[src/rtl/vend_ctrl_pkg.sv]
// Shared definitions for the vending controller: state encoding, coin units, default prices.
// No logic of its own; latency n/a.
// No flow control; constants and a pure helper function only.
package vend_ctrl_pkg;

    typedef enum logic [1:0] {
        ST_IDLE     = 2'd0,
        ST_CREDIT   = 2'd1,
        ST_DISPENSE = 2'd2,
        ST_CHANGE   = 2'd3
    } state_e;

    // Coin values expressed in 5-units.
    localparam logic [1:0] UNIT5  = 2'd1;
    localparam logic [1:0] UNIT10 = 2'd2;

    // Default price table in 5-units.
    localparam int PRICE0_DEF = 3;
    localparam int PRICE1_DEF = 4;
    localparam int PRICE2_DEF = 5;
    localparam int PRICE3_DEF = 6;

    // Value of the coins presented this cycle; both at once gives 3 units.
    function automatic logic [1:0] coin_units(input logic in5, input logic in10);
        return (in5 ? UNIT5 : 2'd0) + (in10 ? UNIT10 : 2'd0);
    endfunction

endpackage

[src/rtl/vend_ctrl_if.sv]
// Bundle of coin, selection, dispenser and hopper signals around the controller.
// Pure wiring; no latency.
// Dispenser and hopper use level req / sampled ack; everything else is single-cycle pulses.
interface vend_ctrl_if
    import vend_ctrl_pkg::*;
#(
    parameter int CREDIT_W = 4
);
    logic                in5;
    logic                in10;
    logic                sel_valid;
    logic [1:0]          sel_id;
    logic                cancel;
    logic                disp_ack;
    logic                chg_ack;
    logic [CREDIT_W-1:0] credit;
    logic                disp_req;
    logic [1:0]          disp_id;
    logic                chg_req;
    logic                chg_type;
    logic                coin_reject;
    logic                insufficient;
    logic                err;
    logic                busy;

    // Controller side: issues dispense/change requests, consumes coins and acks.
    modport master (
        input  in5, in10, sel_valid, sel_id, cancel, disp_ack, chg_ack,
        output credit, disp_req, disp_id, chg_req, chg_type,
        output coin_reject, insufficient, err, busy
    );

    // Machine side: coin acceptor, keypad, dispenser motor and hopper.
    modport slave (
        output in5, in10, sel_valid, sel_id, cancel, disp_ack, chg_ack,
        input  credit, disp_req, disp_id, chg_req, chg_type,
        input  coin_reject, insufficient, err, busy
    );

endinterface

[src/rtl/vend_timer.sv]
// Loadable down-counter that flags the last counted cycle of a LOAD_VAL-long window.
// expire is combinational from the count: high in the LOAD_VAL-th enabled cycle after a load.
// No backpressure; load wins over counting and suppresses expire.
module vend_timer
    import vend_ctrl_pkg::*;
#(
    parameter int LOAD_VAL = 64
) (
    input  logic clk,
    input  logic rst,
    input  logic load,
    input  logic en,
    output logic expire
);
    localparam int W = (LOAD_VAL < 2) ? 1 : $clog2(LOAD_VAL + 1);

    logic [W-1:0] cnt_q, cnt_d;

    // Reload on request, otherwise count down while enabled and stop at zero.
    always_comb begin
        cnt_d = cnt_q;
        if (load) begin
            cnt_d = W'(LOAD_VAL);
        end else if (en && cnt_q != '0) begin
            cnt_d = cnt_q - 1'b1;
        end
    end

    // Count register, cleared by reset.
    always_ff @(posedge clk or posedge rst) begin
        if (rst) begin
            cnt_q <= '0;
        end else begin
            cnt_q <= cnt_d;
        end
    end

    assign expire = en && !load && (cnt_q == W'(1));

endmodule

[src/rtl/vend_ctrl.sv]
// Vending sequencer: coin credit, price check, dispenser req/ack, coin-by-coin change payout.
// All outputs registered; every input event shows on the outputs one cycle later.
// Coins are rejected outside IDLE/CREDIT; req stays high until the matching ack is sampled.
module vend_ctrl
    import vend_ctrl_pkg::*;
#(
    parameter int CREDIT_W     = 4,
    parameter int MAX_CREDIT   = 10,
    parameter int PRICE0       = PRICE0_DEF,
    parameter int PRICE1       = PRICE1_DEF,
    parameter int PRICE2       = PRICE2_DEF,
    parameter int PRICE3       = PRICE3_DEF,
    parameter int ACK_TIMEOUT  = 64,
    parameter int IDLE_TIMEOUT = 1000
) (
    input  logic       clk,
    input  logic       rst,
    vend_ctrl_if.master bus
);
    state_e              state_q, state_d;
    logic [CREDIT_W-1:0] credit_q, credit_d;
    logic [CREDIT_W-1:0] price_q, price_d;
    logic [1:0]          disp_id_q, disp_id_d;
    logic                disp_req_q, disp_req_d;
    logic                chg_req_q, chg_req_d;
    logic                chg_type_q, chg_type_d;
    logic                coin_reject_q, coin_reject_d;
    logic                insufficient_q, insufficient_d;
    logic                err_q, err_d;
    logic                busy_q, busy_d;

    logic [1:0]          add;
    logic                coin, coin_ok, sel_ok;
    logic [CREDIT_W:0]   sum, credit_plus;
    logic [CREDIT_W-1:0] price_sel;
    logic                ack_load, ack_expire, idle_load, idle_expire;

    assign add  = coin_units(bus.in5, bus.in10);
    assign coin = bus.in5 | bus.in10;
    assign sum  = {1'b0, credit_q} + (CREDIT_W+1)'(add);

    // A coin is kept only while taking money and only if it stays under the ceiling.
    assign coin_ok = coin && (state_q == ST_IDLE || state_q == ST_CREDIT)
                     && (sum <= (CREDIT_W+1)'(MAX_CREDIT));
    assign credit_plus = coin_ok ? sum : {1'b0, credit_q};
    assign sel_ok      = credit_q >= price_sel;

    // Timer loads are kept independent of the expire outputs to avoid a combinational loop.
    assign ack_load  = (state_q == ST_CREDIT) && bus.sel_valid && sel_ok;
    assign idle_load = (state_q == ST_IDLE && coin_ok)
                       || (state_q == ST_CREDIT && (coin_ok || bus.sel_valid));

    // Price lookup for the product being selected.
    always_comb begin
        price_sel = CREDIT_W'(PRICE0);
        case (bus.sel_id)
            2'd1:    price_sel = CREDIT_W'(PRICE1);
            2'd2:    price_sel = CREDIT_W'(PRICE2);
            2'd3:    price_sel = CREDIT_W'(PRICE3);
            default: price_sel = CREDIT_W'(PRICE0);
        endcase
    end

    // Next-state and next-output computation for the whole controller.
    always_comb begin
        state_d        = state_q;
        credit_d       = credit_q;
        price_d        = price_q;
        disp_id_d      = disp_id_q;
        disp_req_d     = disp_req_q;
        chg_req_d      = chg_req_q;
        chg_type_d     = chg_type_q;
        coin_reject_d  = coin && !coin_ok;
        insufficient_d = 1'b0;
        err_d          = 1'b0;

        case (state_q)
            ST_IDLE: begin
                // No credit yet, so any selection is refused; cancel has nothing to refund.
                insufficient_d = bus.sel_valid;
                if (coin_ok) begin
                    credit_d = credit_plus[CREDIT_W-1:0];
                    state_d  = ST_CREDIT;
                end
            end
            ST_CREDIT: begin
                credit_d = credit_plus[CREDIT_W-1:0];
                if (bus.sel_valid && sel_ok) begin
                    // Price is checked against the old credit; a same-cycle coin still counts.
                    credit_d   = CREDIT_W'(credit_plus - {1'b0, price_sel});
                    price_d    = price_sel;
                    disp_id_d  = bus.sel_id;
                    disp_req_d = 1'b1;
                    state_d    = ST_DISPENSE;
                end else begin
                    insufficient_d = bus.sel_valid;
                    if (bus.cancel || idle_expire) begin
                        state_d    = ST_CHANGE;
                        chg_req_d  = 1'b1;
                        chg_type_d = credit_d >= CREDIT_W'(2);
                    end
                end
            end
            ST_DISPENSE: begin
                if (bus.disp_ack) begin
                    disp_req_d = 1'b0;
                    if (credit_q != '0) begin
                        state_d    = ST_CHANGE;
                        chg_req_d  = 1'b1;
                        chg_type_d = credit_q >= CREDIT_W'(2);
                    end else begin
                        state_d = ST_IDLE;
                    end
                end else if (ack_expire) begin
                    // Motor never answered: give the price back and refund everything.
                    disp_req_d = 1'b0;
                    err_d      = 1'b1;
                    credit_d   = credit_q + price_q;
                    state_d    = ST_CHANGE;
                    chg_req_d  = 1'b1;
                    chg_type_d = credit_d >= CREDIT_W'(2);
                end
            end
            ST_CHANGE: begin
                if (chg_req_q && bus.chg_ack) begin
                    credit_d  = credit_q - (chg_type_q ? CREDIT_W'(2) : CREDIT_W'(1));
                    chg_req_d = 1'b0;
                    if (credit_d == '0) begin
                        state_d = ST_IDLE;
                    end
                end else if (!chg_req_q) begin
                    // One idle cycle after each coin, then ask for the next one.
                    chg_req_d  = 1'b1;
                    chg_type_d = credit_q >= CREDIT_W'(2);
                end
            end
            default: state_d = ST_IDLE;
        endcase

        busy_d = (state_d == ST_DISPENSE) || (state_d == ST_CHANGE);
    end

    // State and registered outputs; reset clears everything immediately.
    always_ff @(posedge clk or posedge rst) begin
        if (rst) begin
            state_q        <= ST_IDLE;
            credit_q       <= '0;
            price_q        <= '0;
            disp_id_q      <= '0;
            disp_req_q     <= 1'b0;
            chg_req_q      <= 1'b0;
            chg_type_q     <= 1'b0;
            coin_reject_q  <= 1'b0;
            insufficient_q <= 1'b0;
            err_q          <= 1'b0;
            busy_q         <= 1'b0;
        end else begin
            state_q        <= state_d;
            credit_q       <= credit_d;
            price_q        <= price_d;
            disp_id_q      <= disp_id_d;
            disp_req_q     <= disp_req_d;
            chg_req_q      <= chg_req_d;
            chg_type_q     <= chg_type_d;
            coin_reject_q  <= coin_reject_d;
            insufficient_q <= insufficient_d;
            err_q          <= err_d;
            busy_q         <= busy_d;
        end
    end

    vend_timer #(.LOAD_VAL(ACK_TIMEOUT)) u_ack_timer (
        .clk    (clk),
        .rst    (rst),
        .load   (ack_load),
        .en     (state_q == ST_DISPENSE),
        .expire (ack_expire)
    );

    vend_timer #(.LOAD_VAL(IDLE_TIMEOUT)) u_idle_timer (
        .clk    (clk),
        .rst    (rst),
        .load   (idle_load),
        .en     (state_q == ST_CREDIT),
        .expire (idle_expire)
    );

    assign bus.credit       = credit_q;
    assign bus.disp_req     = disp_req_q;
    assign bus.disp_id      = disp_id_q;
    assign bus.chg_req      = chg_req_q;
    assign bus.chg_type     = chg_type_q;
    assign bus.coin_reject  = coin_reject_q;
    assign bus.insufficient = insufficient_q;
    assign bus.err          = err_q;
    assign bus.busy         = busy_q;

endmodule

[src/flat_wrapper.sv]
// flat-port wrapper written by rule: the top's interface ports become plain ports
module vend_ctrl_flat import vend_ctrl_pkg::*;
#(
    parameter int CREDIT_W     = 4,
    parameter int MAX_CREDIT   = 10,
    parameter int PRICE0       = PRICE0_DEF,
    parameter int PRICE1       = PRICE1_DEF,
    parameter int PRICE2       = PRICE2_DEF,
    parameter int PRICE3       = PRICE3_DEF,
    parameter int ACK_TIMEOUT  = 64,
    parameter int IDLE_TIMEOUT = 1000
)
  (clk, rst, bus_in5, bus_in10, bus_sel_valid, bus_sel_id, bus_cancel, bus_disp_ack, bus_chg_ack, bus_credit, bus_disp_req, bus_disp_id, bus_chg_req, bus_chg_type, bus_coin_reject, bus_insufficient, bus_err, bus_busy);
  vend_ctrl_if #(.CREDIT_W(CREDIT_W)) bus_i ();
  input  logic clk;
  input  logic rst;
  input wire logic [$bits(bus_i.in5)-1:0] bus_in5;
  input wire logic [$bits(bus_i.in10)-1:0] bus_in10;
  input wire logic [$bits(bus_i.sel_valid)-1:0] bus_sel_valid;
  input wire logic [$bits(bus_i.sel_id)-1:0] bus_sel_id;
  input wire logic [$bits(bus_i.cancel)-1:0] bus_cancel;
  input wire logic [$bits(bus_i.disp_ack)-1:0] bus_disp_ack;
  input wire logic [$bits(bus_i.chg_ack)-1:0] bus_chg_ack;
  output wire logic [$bits(bus_i.credit)-1:0] bus_credit;
  output wire logic [$bits(bus_i.disp_req)-1:0] bus_disp_req;
  output wire logic [$bits(bus_i.disp_id)-1:0] bus_disp_id;
  output wire logic [$bits(bus_i.chg_req)-1:0] bus_chg_req;
  output wire logic [$bits(bus_i.chg_type)-1:0] bus_chg_type;
  output wire logic [$bits(bus_i.coin_reject)-1:0] bus_coin_reject;
  output wire logic [$bits(bus_i.insufficient)-1:0] bus_insufficient;
  output wire logic [$bits(bus_i.err)-1:0] bus_err;
  output wire logic [$bits(bus_i.busy)-1:0] bus_busy;
  assign bus_i.in5 = bus_in5;
  assign bus_i.in10 = bus_in10;
  assign bus_i.sel_valid = bus_sel_valid;
  assign bus_i.sel_id = bus_sel_id;
  assign bus_i.cancel = bus_cancel;
  assign bus_i.disp_ack = bus_disp_ack;
  assign bus_i.chg_ack = bus_chg_ack;
  assign bus_credit = bus_i.credit;
  assign bus_disp_req = bus_i.disp_req;
  assign bus_disp_id = bus_i.disp_id;
  assign bus_chg_req = bus_i.chg_req;
  assign bus_chg_type = bus_i.chg_type;
  assign bus_coin_reject = bus_i.coin_reject;
  assign bus_insufficient = bus_i.insufficient;
  assign bus_err = bus_i.err;
  assign bus_busy = bus_i.busy;
  vend_ctrl #(.CREDIT_W(CREDIT_W), .MAX_CREDIT(MAX_CREDIT), .PRICE0(PRICE0), .PRICE1(PRICE1), .PRICE2(PRICE2), .PRICE3(PRICE3), .ACK_TIMEOUT(ACK_TIMEOUT), .IDLE_TIMEOUT(IDLE_TIMEOUT)) u_core (.clk(clk), .rst(rst), .bus(bus_i));
endmodule
[config.mk]
export PLATFORM = sky130hd
export DESIGN_NAME = vend_ctrl_flat
export DESIGN_NICKNAME = d
export VERILOG_FILES = /design/src/rtl/vend_ctrl_pkg.sv /design/src/rtl/vend_ctrl_if.sv /design/src/rtl/vend_timer.sv /design/src/rtl/vend_ctrl.sv /design/src/flat_wrapper.sv
export SDC_FILE = /design/constraint.sdc
export NUM_CORES = 1
export LEC_CHECK = 0
export CORE_ASPECT_RATIO = 1.25
export CORE_UTILIZATION = 45
export CTS_BUF_LIST = sky130_fd_sc_hd__clkbuf_8
export CTS_CLUSTER_DIAMETER = 80
export DETAILED_ROUTE_END_ITERATION = 12
export PLACE_DENSITY = 0.68
export SYNTH_ARGS = -nofsm -noshare
export SYNTH_HDL_FRONTEND = slang
export SYNTH_SLANG_ARGS = --single-unit
[constraint.sdc]
create_clock -name clk -period 9.3 [get_ports clk]
set_input_delay 1.86 -clock clk [delete_from_list [all_inputs] [get_ports clk]]
set_output_delay 1.86 -clock clk [all_outputs]
set_load 0.05 [all_outputs]
==> results of run 1 <==
per-layer routing:
| layer | share of wire, % | vias up | wire (µm) | global-route usage, % |
|---|---|---|---|---|
| li1 | - | 970 | - | - |
| met1 | 45 | 904 | 2320 | 25.8 |
| met2 | 50 | 35 | 2570 | 31.9 |
| met3 | 3.1 | 10 | 163 | 3.76 |
| met4 | 2.6 | 0 | 134 | 7.95 |
| met5 | 0 | - | 0 | 0 |
state kept, by name, indices dropped and copies added, names as in the netlist, 2 cells and up:
register / flops
u_core.bus.credit: 4
u_core.bus.disp_id: 2
u_core.price_q: 3
u_core.state_q: 2
u_core.u_ack_timer.cnt_q: 7
u_core.u_idle_timer.cnt_q: 10
worst paths after layout:
path / startpoint / to / slack [ns]
worst max-delay path: bus_in5 / u_core.bus.credit[3] / 4.22
worst min-delay path: u_core.u_ack_timer.cnt_q[6] / u_core.u_ack_timer.cnt_q[6] / 0.49
min in group asynchronous: rst / u_core.u_ack_timer.cnt_q[4] / 1.98
max in group asynchronous: rst / u_core.u_idle_timer.cnt_q[5] / 6.98
worst max register to register: u_core.bus.credit[0] / u_core.bus.credit[3] / 5.72
worst min register to register: u_core.u_ack_timer.cnt_q[6] / u_core.u_ack_timer.cnt_q[6] / 0.49
power groups by stage:
stage	clock [mW]	sequential [mW]	combinational (mW)
after floorplan	0	0.347	0.467
after global placement	0	0.315	0.638
after detailed placement	0	0.316	0.653
after CTS	0.111	0.314	0.655
after global routing	0.118	0.326	0.726
final	0.108	0.313	0.650
stage by stage:
step	util, %	setup WS [ns]	instances	hold WS, ns
4_1_cts	54.5	4.22	348	0.493
6_report	54.5	4.22	348	0.488
5_1_grt	54.5	4.05	348	0.510
3_5_place_dp	52.9	3.92	340	0.476
3_3_place_gp	52.9	4.11	340	0.466
2_1_floorplan	-	4.70	262	0.451
worst reg2reg max path: stages (launching register included):
cell	delay [ns]
dfrtp_1	0.48
ha_1	0.30
fa_1	0.48
xor2_1	0.18
a21oi_1	0.35
o21ai_4	0.17
mux2i_1	0.27
inv_1	0.12
ha_1	0.28
a21o_1	0.17
a21oi_1	0.15
nand3_1	0.11
xnor2_1	0.18
a311oi_1	0.26
kinds of logic after synthesis:
| kind of cell | count (synthesis) |
|---|---|
| buffers and inverters | 27 |
| xor gates and xnor gates | 20 |
| adders and majority gates | 23 |
| muxes | 6 |
| and+or+nand+nor | 100 |
| AOI/OAI and AO/OA | 51 |
| DFF | 35 |
area by class of cell:
class / instances / share of cell area (%)
inverters: 19 / 2.52
multi-input cells: 200 / 52.5
well taps: 62 / 2.74
clock inverters: 3 / 0.531
flip-flops and latches: 35 / 31.0
clock buffers: 5 / 2.43
repair buffers: 24 / 8.32
synthesized netlist by cell type, drive strengths merged (4+ instances only):
| master | count |
|---|---|
| nor3 | 14 |
| nand2b | 4 |
| o21ai | 11 |
| nor2b | 6 |
| a21o | 5 |
| buf | 6 |
| nor2 | 24 |
| a211oi | 4 |
| inv | 18 |
| a21oi | 9 |
| nand2 | 25 |
| fa | 4 |
| ha | 19 |
| dfrtp | 35 |
| xor2 | 8 |
| xnor2 | 12 |
| a32oi | 5 |
| nand3 | 7 |
| mux2i | 4 |
==> parameters.txt, run 1 <==
Parameter                              Value

Run status
  Status ... finished clean

Placement
  DP Area ... 2740 µm²
  Port Buffers ... 22
  Post-DP HPWL ... 3920 µm
  Placer Congestion ... 0.871

Timing
  Worst-case clock skew ... 0.0116 ns
  Period Utilization, post-route ... 54.6%
  Slew Viols, Final ... 0
  Final critical-path required period ... 5.08 ns
  Total negative slack ... 0 ns
  Max-slew headroom at the worst pin ... 53.0%
  Final setup viols ... 0
  Hold Fails Final Rpt ... 0
  Transition time at the pin with the least slew margin ... 0.706 ns
  Setup repair after global routing missed its margin ... false
  Peak clock frequency supported by timing ... 197 MHz

Global routing
  Largest net degree at the start of global routing ... 36
  Overall Global Routing Usage ... 19.9%
  GRT Residual Overflow ... 0
  Wire length of the first global-routing pass ... 8690 µm
  Number of global-route vias before repair ... 1,834
  Antenna violations before repair ... 0

Clocking
  TritonCTS buffer count ... 5
  Hold Buf Count CTS ... 0
  Root cell of the clock tree ... clkbuf_8
  Number of instances resized during post-cts repair ... 0
  Maximum root-to-sink buffer count ... 2
  Clk sinks ... 35
  Post-CTS Repair Setup Buffers ... 0
  Count of H-tree levels built during CTS ... 2
  Clock tree from TritonCTS ... done
  Clk Latency, worst-skew pair ... 0.28 ns
  Clock transition time at the flip-flop clock pins of the worst setup and hold paths ... 0.08 ns

Yosys
  Portion of netlist area occupied by mux cells ... 2.52%
  Share of synthesized cell area in full adder, half adder and majority cells ... 12.8%
  Share of flip-flops with an asynchronous set or reset after synthesis ... 100%
  Fraction of the yosys area taken by sequential cells ... 35.3%
  Largest family of logic cells by synthesized area ... simple AND/OR/NAND/NOR gates
  Summed instance area of the synthesized netlist ... 2480 µm²
  Area fraction in compound gates after synthesis ... 16.7%
  Top flip-flop cell by instance count after synthesis ... dfrtp_1
  Simple-Gate Fraction of Synth Area ... 20.7%
  Mapped Cells ... 262
  Number of synthesized flops with an enable pin ... 0
  Post-synthesis xor/xnor area fraction ... 7.06%
  Count of cell types in the netlist ... 56
  Mean Syn Cell Area ... 9.47 µm²
  Largest area contributor in the netlist ... dfrtp_1
  Post-synth top area share ... 35.3%
  Mapped Nets ... 295
  Biggest area contributors in the synthesized netlist ... dfrtp_1 (35%), ha_1 (9.6%), xnor2_1 (4.2%)
  Syn. warnings ... 0
  Number of synthesized register bits ... 35

Min path
  Path type of the worst min-delay path ... flop to flop
  Worst hold path cell count ... 1

Routing
  Antenna Violating Nets Remaining ... 0
  Drt pass-1 iters ... 4
  DRC violations left ... 0
  Average wire per cell in the routed design ... 14.9 µm
  Initial drt markers ... 80
  Post-DR vias/cell ... 5.51
  Routed WL ... 5180 µm
  Number of vias after detailed routing ... 1,919

Power
  Switching share of power ... 50.3%
  Combinational Power Share ... 60.7%
  Share of power burned in registers ... 29.2%
  Proportion of power drawn by the clock network ... 10.1%
  Static leakage power ... 1.21 nW
  VDD IR max ... 157 µV
  Power per Cell Area ... 379 nW/µm²
  Total design power ... 1.07 mW
  Internal power ... 533 µW
  Net load switching power ... 538 µW

Floorplanning
  Chip width ... 68.4 µm
  Placement row count ... 29
  Vertical die dimension ... 85.0 µm
  Die area ... 5820 µm²
  Initial Util ... 47.8%
  Core region area ... 5190 µm²
  Top-level port count ... 23

Layout
  Area Overhead vs Synth ... 13.9%
  Number of filler cells placed in the layout ... 489
  Nets ... 318
  Area of combinational cells with multiple inputs ... 1480 µm²
  Count of inserted antenna diode cells ... 0
  Fraction of layout instances using a drive strength above 1 ... 8.74%
  Leading cell type in the layout, fill and taps excluded ... dfrtp_1
  Post-Layout Inst Area ... 2830 µm²
  Most used cells in the layout excluding fill and tap cells ... dfrtp_1 (35), nand2_1 (25), nor2_1 (24)
  Area taken by flip-flops and latches ... 876 µm²

Critical path
  Kind of cell adding the most delay to the critical path ... compound AO/OA/AOI/OAI gates
  Critical path required time ... 9.49 ns
  Reg2reg path depth ... 13
  Start-to-end type of the worst setup path ... input port to flop
  Cell at the slowest stage of the critical path ... fa_1
  Crit-path max cell delay ... 0.48 ns
  Endpoint kind of the worst setup timing path ... flop
  Worst path depth ... 14
  Critical path cell sequence ... clkdlybuf4s50_1 -> ha_1 -> fa_1 -> xor2_1 -> a21oi_1 -> o21ai_4 -> mux2i_1 -> inv_1 -> ha_1 -> a21o_1 -> a21oi_1 -> nand3_1 -> xnor2_1 -> a311oi_1
  Worst setup SP type ... input port
  Crit path max fanout ... 8
  Crit path arrival time ... 5.27 ns
  Number of buffer and inverter stages on the critical path ... 2

Job
  Max-cap check violation count ... 0
No activity file was read; power rests on OpenSTA's default activity.
==> inputs of run 2 (changes only) <==
==> constraint.sdc (replaced) <==
create_clock -name clk -period 5.2 [get_ports clk]
set_input_delay 1.04 -clock clk [delete_from_list [all_inputs] [get_ports clk]]
set_output_delay 1.04 -clock clk [all_outputs]
set_load 0.05 [all_outputs]
==> parameters.txt, run 2 (synthesis results as in run 1) <==
Parameter                              Value

Run status
  Status ... finished clean

Routing
  Average wire per cell in the routed design ... 14.9 µm (+0.15%)
  Number of vias after detailed routing ... 1,930 (+0.57%)
  Antenna Violating Nets Remaining ... 0 (unchanged)
  Initial drt markers ... 98 (+23%)
  Drt pass-1 iters ... 4 (unchanged)
  Routed WL ... 5190 µm (+0.15%)
  Post-DR vias/cell ... 5.55 (+0.57%)
  DRC violations left ... 0 (unchanged)

Timing
  Final setup viols ... 0 (unchanged)
  Final critical-path required period ... 4.23 ns
  Worst-case clock skew ... 0.0117 ns (+0.0000428 ns)
  Transition time at the pin with the least slew margin ... 0.717 ns (+0.0112 ns)
  Total negative slack ... 0 ns (unchanged)
  Period Utilization, post-route ... 81.3%
  Setup repair after global routing missed its margin ... false
  Max-slew headroom at the worst pin ... 52.2% (-0.75 points)
  Peak clock frequency supported by timing ... 237 MHz
  Hold Fails Final Rpt ... 0 (unchanged)
  Slew Viols, Final ... 0 (unchanged)

Clocking
  TritonCTS buffer count ... 5 (unchanged)
  Root cell of the clock tree ... clkbuf_8
  Number of instances resized during post-cts repair ... 0 (unchanged)
  Hold Buf Count CTS ... 0 (unchanged)
  Maximum root-to-sink buffer count ... 2 (unchanged)
  Clock tree from TritonCTS ... done
  Clock transition time at the flip-flop clock pins of the worst setup and hold paths ... 0.08 ns (about the same)
  Clk Latency, worst-skew pair ... 0.29 ns (about the same)
  Post-CTS Repair Setup Buffers ... 0 (unchanged)
  Count of H-tree levels built during CTS ... 2 (unchanged)
  Clk sinks ... 35 (unchanged)

Critical path
  Critical path required time ... 5.40 ns (-4.09 ns)
  Crit path max fanout ... 8 (unchanged)
  Cell at the slowest stage of the critical path ... fa_1
  Number of buffer and inverter stages on the critical path ... 2 (unchanged)
  Endpoint kind of the worst setup timing path ... flop
  Crit-path max cell delay ... 0.48 ns (about the same)
  Worst setup SP type ... input port
  Start-to-end type of the worst setup path ... input port to flop
  Crit path arrival time ... 4.43 ns (-0.84 ns)
  Critical path cell sequence ... clkdlybuf4s50_1 -> ha_1 -> fa_1 -> xor2_1 -> a21oi_1 -> o21ai_4 -> mux2i_1 -> inv_1 -> ha_1 -> a21o_1 -> a21oi_1 -> nand3_1 -> xnor2_1 -> a311oi_1
  Kind of cell adding the most delay to the critical path ... compound AO/OA/AOI/OAI gates

Power
  VDD IR max ... 244 µV (+55%)
  Power per Cell Area ... 678 nW/µm² (+79%)
  Combinational Power Share ... 60.7% (about the same)
  Net load switching power ... 965 µW (+79%)
  Switching share of power ... 50.3% (+0.073 points)
  Proportion of power drawn by the clock network ... 10.1% (about the same)
  Static leakage power ... 1.21 nW (unchanged)
  Share of power burned in registers ... 29.3% (about the same)
  Internal power ... 952 µW (+79%)

Placement
  Port Buffers ... 22 (unchanged)
  Placer Congestion ... 0.869 (-0.26%)
  Post-DP HPWL ... 3920 µm (about the same)

Global routing
  GRT Residual Overflow ... 0 (unchanged)
  Overall Global Routing Usage ... 20.1% (+0.19 points)
  Number of global-route vias before repair ... 1,819 (-0.82%)
  Wire length of the first global-routing pass ... 8600 µm (-1.0%)
  Antenna violations before repair ... 0 (unchanged)
  Largest net degree at the start of global routing ... 36 (unchanged)

Layout
  Final standard cell utilization of the core ... 54.5% (unchanged)
  Register with the highest flop count ... u_core.u_idle_timer.cnt_q
  Fraction of layout instances using a drive strength above 1 ... 8.74% (unchanged)
  Area Overhead vs Synth ... 13.9% (unchanged)
  Leading cell type in the layout, fill and taps excluded ... dfrtp_1
  Count of inserted antenna diode cells ... 0 (unchanged)
  Most used cells in the layout excluding fill and tap cells ... dfrtp_1 (35), nand2_1 (25), nor2_1 (24)
  Flip-flop count of the largest register after layout ... 10 (unchanged)
  Nets ... 318 (unchanged)

Floorplanning
  Top-level port count ... 23 (unchanged)
  Initial Util ... 47.8% (unchanged)
  Core region area ... 5190 µm² (unchanged)
  Placement row count ... 29 (unchanged)
  Vertical die dimension ... 85.0 µm (unchanged)
  Chip width ... 68.4 µm (unchanged)
  Die area ... 5820 µm² (unchanged)

Job
  Max-cap check violation count ... 0 (unchanged)

Min path
  Path type of the worst min-delay path ... flop to flop
run 2: final cells by class:
| type | count | area [µm²] |
|---|---|---|
| fill | 489 | 2360 |
| multi-input combinational | 200 | 1480 |
| sequential | 35 | 876 |
| timing repair buffer | 24 | 235 |
| tap | 62 | 77.6 |
| inverter | 19 | 71.3 |
| clock buffer | 5 | 68.8 |
| clock inverter | 3 | 15.0 |
run 2: path summary, 6_finish.rpt:
check                                              end  cells past startpoint                   startpoint  slack (ns)
setup reg to reg                  u_core.bus.credit[3]                     13         u_core.bus.credit[0]        1.66
max in group asynchronous      u_core.bus.insufficient                      3                          rst        3.72
min in group asynchronous  u_core.u_ack_timer.cnt_q[4]                      3                          rst        1.15
hold / removal             u_core.u_ack_timer.cnt_q[6]                      1  u_core.u_ack_timer.cnt_q[6]        0.48
hold reg to reg            u_core.u_ack_timer.cnt_q[6]                      1  u_core.u_ack_timer.cnt_q[6]        0.48
setup / recovery                  u_core.bus.credit[3]                     14                      bus_in5        0.97
run 2: power groups by stage:
stage | Combinational, mW | Sequential [mW] | Clock (mW)
floorplan | 0.835 | 0.620 | 0
global placement | 1.14 | 0.564 | 0
detailed placement | 1.17 | 0.566 | 0
CTS | 1.17 | 0.562 | 0.198
global route | 1.29 | 0.584 | 0.213
finish | 1.16 | 0.561 | 0.193
run 2: stage by stage:
step | cells | total power, mW | hold slack, ns | cell area (µm²) | setup WS [ns]
6_report | 348 | 1.92 | 0.483 | 2830 | 0.974
5_1_grt | 348 | 2.09 | 0.500 | 2830 | 0.737
4_1_cts | 348 | 1.93 | 0.489 | 2830 | 0.988
3_5_place_dp | 340 | 1.73 | 0.474 | 2740 | 0.666
3_3_place_gp | 340 | 1.71 | 0.466 | 2740 | 0.816
2_1_floorplan | 262 | 1.46 | 0.451 | 2480 | 1.42
run 2: worst reg2reg max path: cells and delay by family, from the launching register on:
kind                       cells  cell delay, ns
AOI/OAI and AO/OA              5            1.08
and+or+nand+nor                1            0.10
adders and majority gates      3            1.05
muxes                          1            0.27
xor gates and xnor gates       2            0.35
buffers and inverters          1            0.12
DFF                            1            0.48
run 2: layer usage:
layer	routed length, µm	GRT usage (%)
met1	2300	25.8
met2	2660	32.8
met3	147	4.03
met4	90	6.82
met5	0	0
==> RTL change, RTL diff (settings of run 2) <==
Re-encode `state_e` (4 states) as one-hot, 4 bits wide.
--- a/src/rtl/vend_ctrl_pkg.sv
+++ b/src/rtl/vend_ctrl_pkg.sv
@@ -4,9 +4,9 @@
 package vend_ctrl_pkg;
 
-    typedef enum logic [1:0] {
-        ST_IDLE     = 2'd0,
-        ST_CREDIT   = 2'd1,
-        ST_DISPENSE = 2'd2,
-        ST_CHANGE   = 2'd3
+    typedef enum logic [3:0] {
+        ST_IDLE     = 4'b0001,
+        ST_CREDIT   = 4'b0010,
+        ST_DISPENSE = 4'b0100,
+        ST_CHANGE   = 4'b1000
     } state_e;
 
Behaviour: no difference found for any inputs over 10 cycles, from zero or initial values and one cycle with rst high; not proved beyond that.
==> RTL change against run 2 <==
Wire length grew 16%; final cell count grew 7.5%; worst hold slack lost 0.0036 ns; clock skew shrank 0.0052 ns; area after synthesis grew 9.2%; final area grew 8.5%; power shrank 3.3%; utilization shrank 1.8 points; setup slack lost 0.35 ns; sequential power shrank 3.9%; count of clock-buffer cells in the layout grew 1; sequential cell count grew 2; largest cell class unchanged.
==> RTL change: results (changes against run 2) <==
metric	value	unit	change
placed_area	2970	um2	+8.3%
clock_power	221	uW	+15%
p_per_area	604.7	nW/um2	-11%
synth_fa_ha_area_frac	0.1173		-0.01082
synth_commonest_cells	36 x dfrtp_1, 29 x nor2_1, 21 x nand2_1, 19 x ha_1, 19 x o21ai_0		
grt_pass1_wl	10150	um	+18%
status	complete, no violations		
finClkSkew	0.006497	ns	-0.005156 ns
hp-start	u_core.bus.disp_id[1]$_DFFE_PP0P_		
ir_drop	0.0003193	V	+31%
yosys-top-cells-area	dfrtp_1 33%, ha_1 8.8%, nor2_1 4.0%		
yosysSeqAreaShare	0.3421		-0.01090
grt_pass1_vias	2194		+21%
final_area	3067	um2	+8.5%
instances_no_fill	374		+7.5%
rr_startpoint	u_core.bus.credit[1]$_DFFE_PP0P_		
vias	2200		+14%
min_to	u_core.bus.disp_id[1]$_DFFE_PP0P_		
path_delay_family	adder cells		
track_usage	0.2058		+0.005177
synthXorXnorAreaFrac	0.06464		-0.005965
wl	6004	um	+16%
p_leak	0.001253	uW	+3.7%
ys_types	63		+13%
dp_slack	0.3456	ns	-0.3206 ns
cp_slowest_stage_delay	0.46	ns	-0.02 ns
wl_met3	164	um	+12%
wl_met1	2656	um	+16%
whs	0.4798	ns	-0.003648 ns
met1_usage	0.2489		-0.009436
fill_cells	561		+15%
power_switching_share	0.4858		-0.01754
place_congestion	0.7872		-9.4%
hpwlAfterDp	4374	um	+12%
synth.avg_cell_area	9.509	um2	+0.41%
synthMuxAreaShare	0.03740		+0.01218
cp_max_fo	5		-3
cp.arrival	4.76	ns	+0.33 ns
[RTL change: layout make-up]
cell class / instances / area share
sequential: 37 / 0.3023
tap: 66 / 0.02693
clock buffer: 6 / 0.02693
clock inverter: 2 / 0.004488
timing repair buffer: 23 / 0.07426
multi-input combinational: 223 / 0.5443
inverter: 17 / 0.02081
[RTL change: worst max path at each step]
| stage | end | slack, ns | start |
|---|---|---|---|
| finish | u_core.bus.credit[3]$_DFFE_PP0P_ | 0.62 | bus_in5 |
| global route | u_core.bus.credit[3]$_DFFE_PP0P_ | 0.41 | bus_in5 |
| CTS | u_core.bus.credit[3]$_DFFE_PP0P_ | 0.66 | bus_in5 |
| detailed placement | u_core.bus.credit[3]$_DFFE_PP0P_ | 0.35 | bus_in5 |
| global placement | u_core.bus.credit[3]$_DFFE_PP0P_ | 0.46 | bus_in5 |
| floorplan | u_core.bus.credit[3]$_DFFE_PP0P_ | 1.07 | bus_in5 |
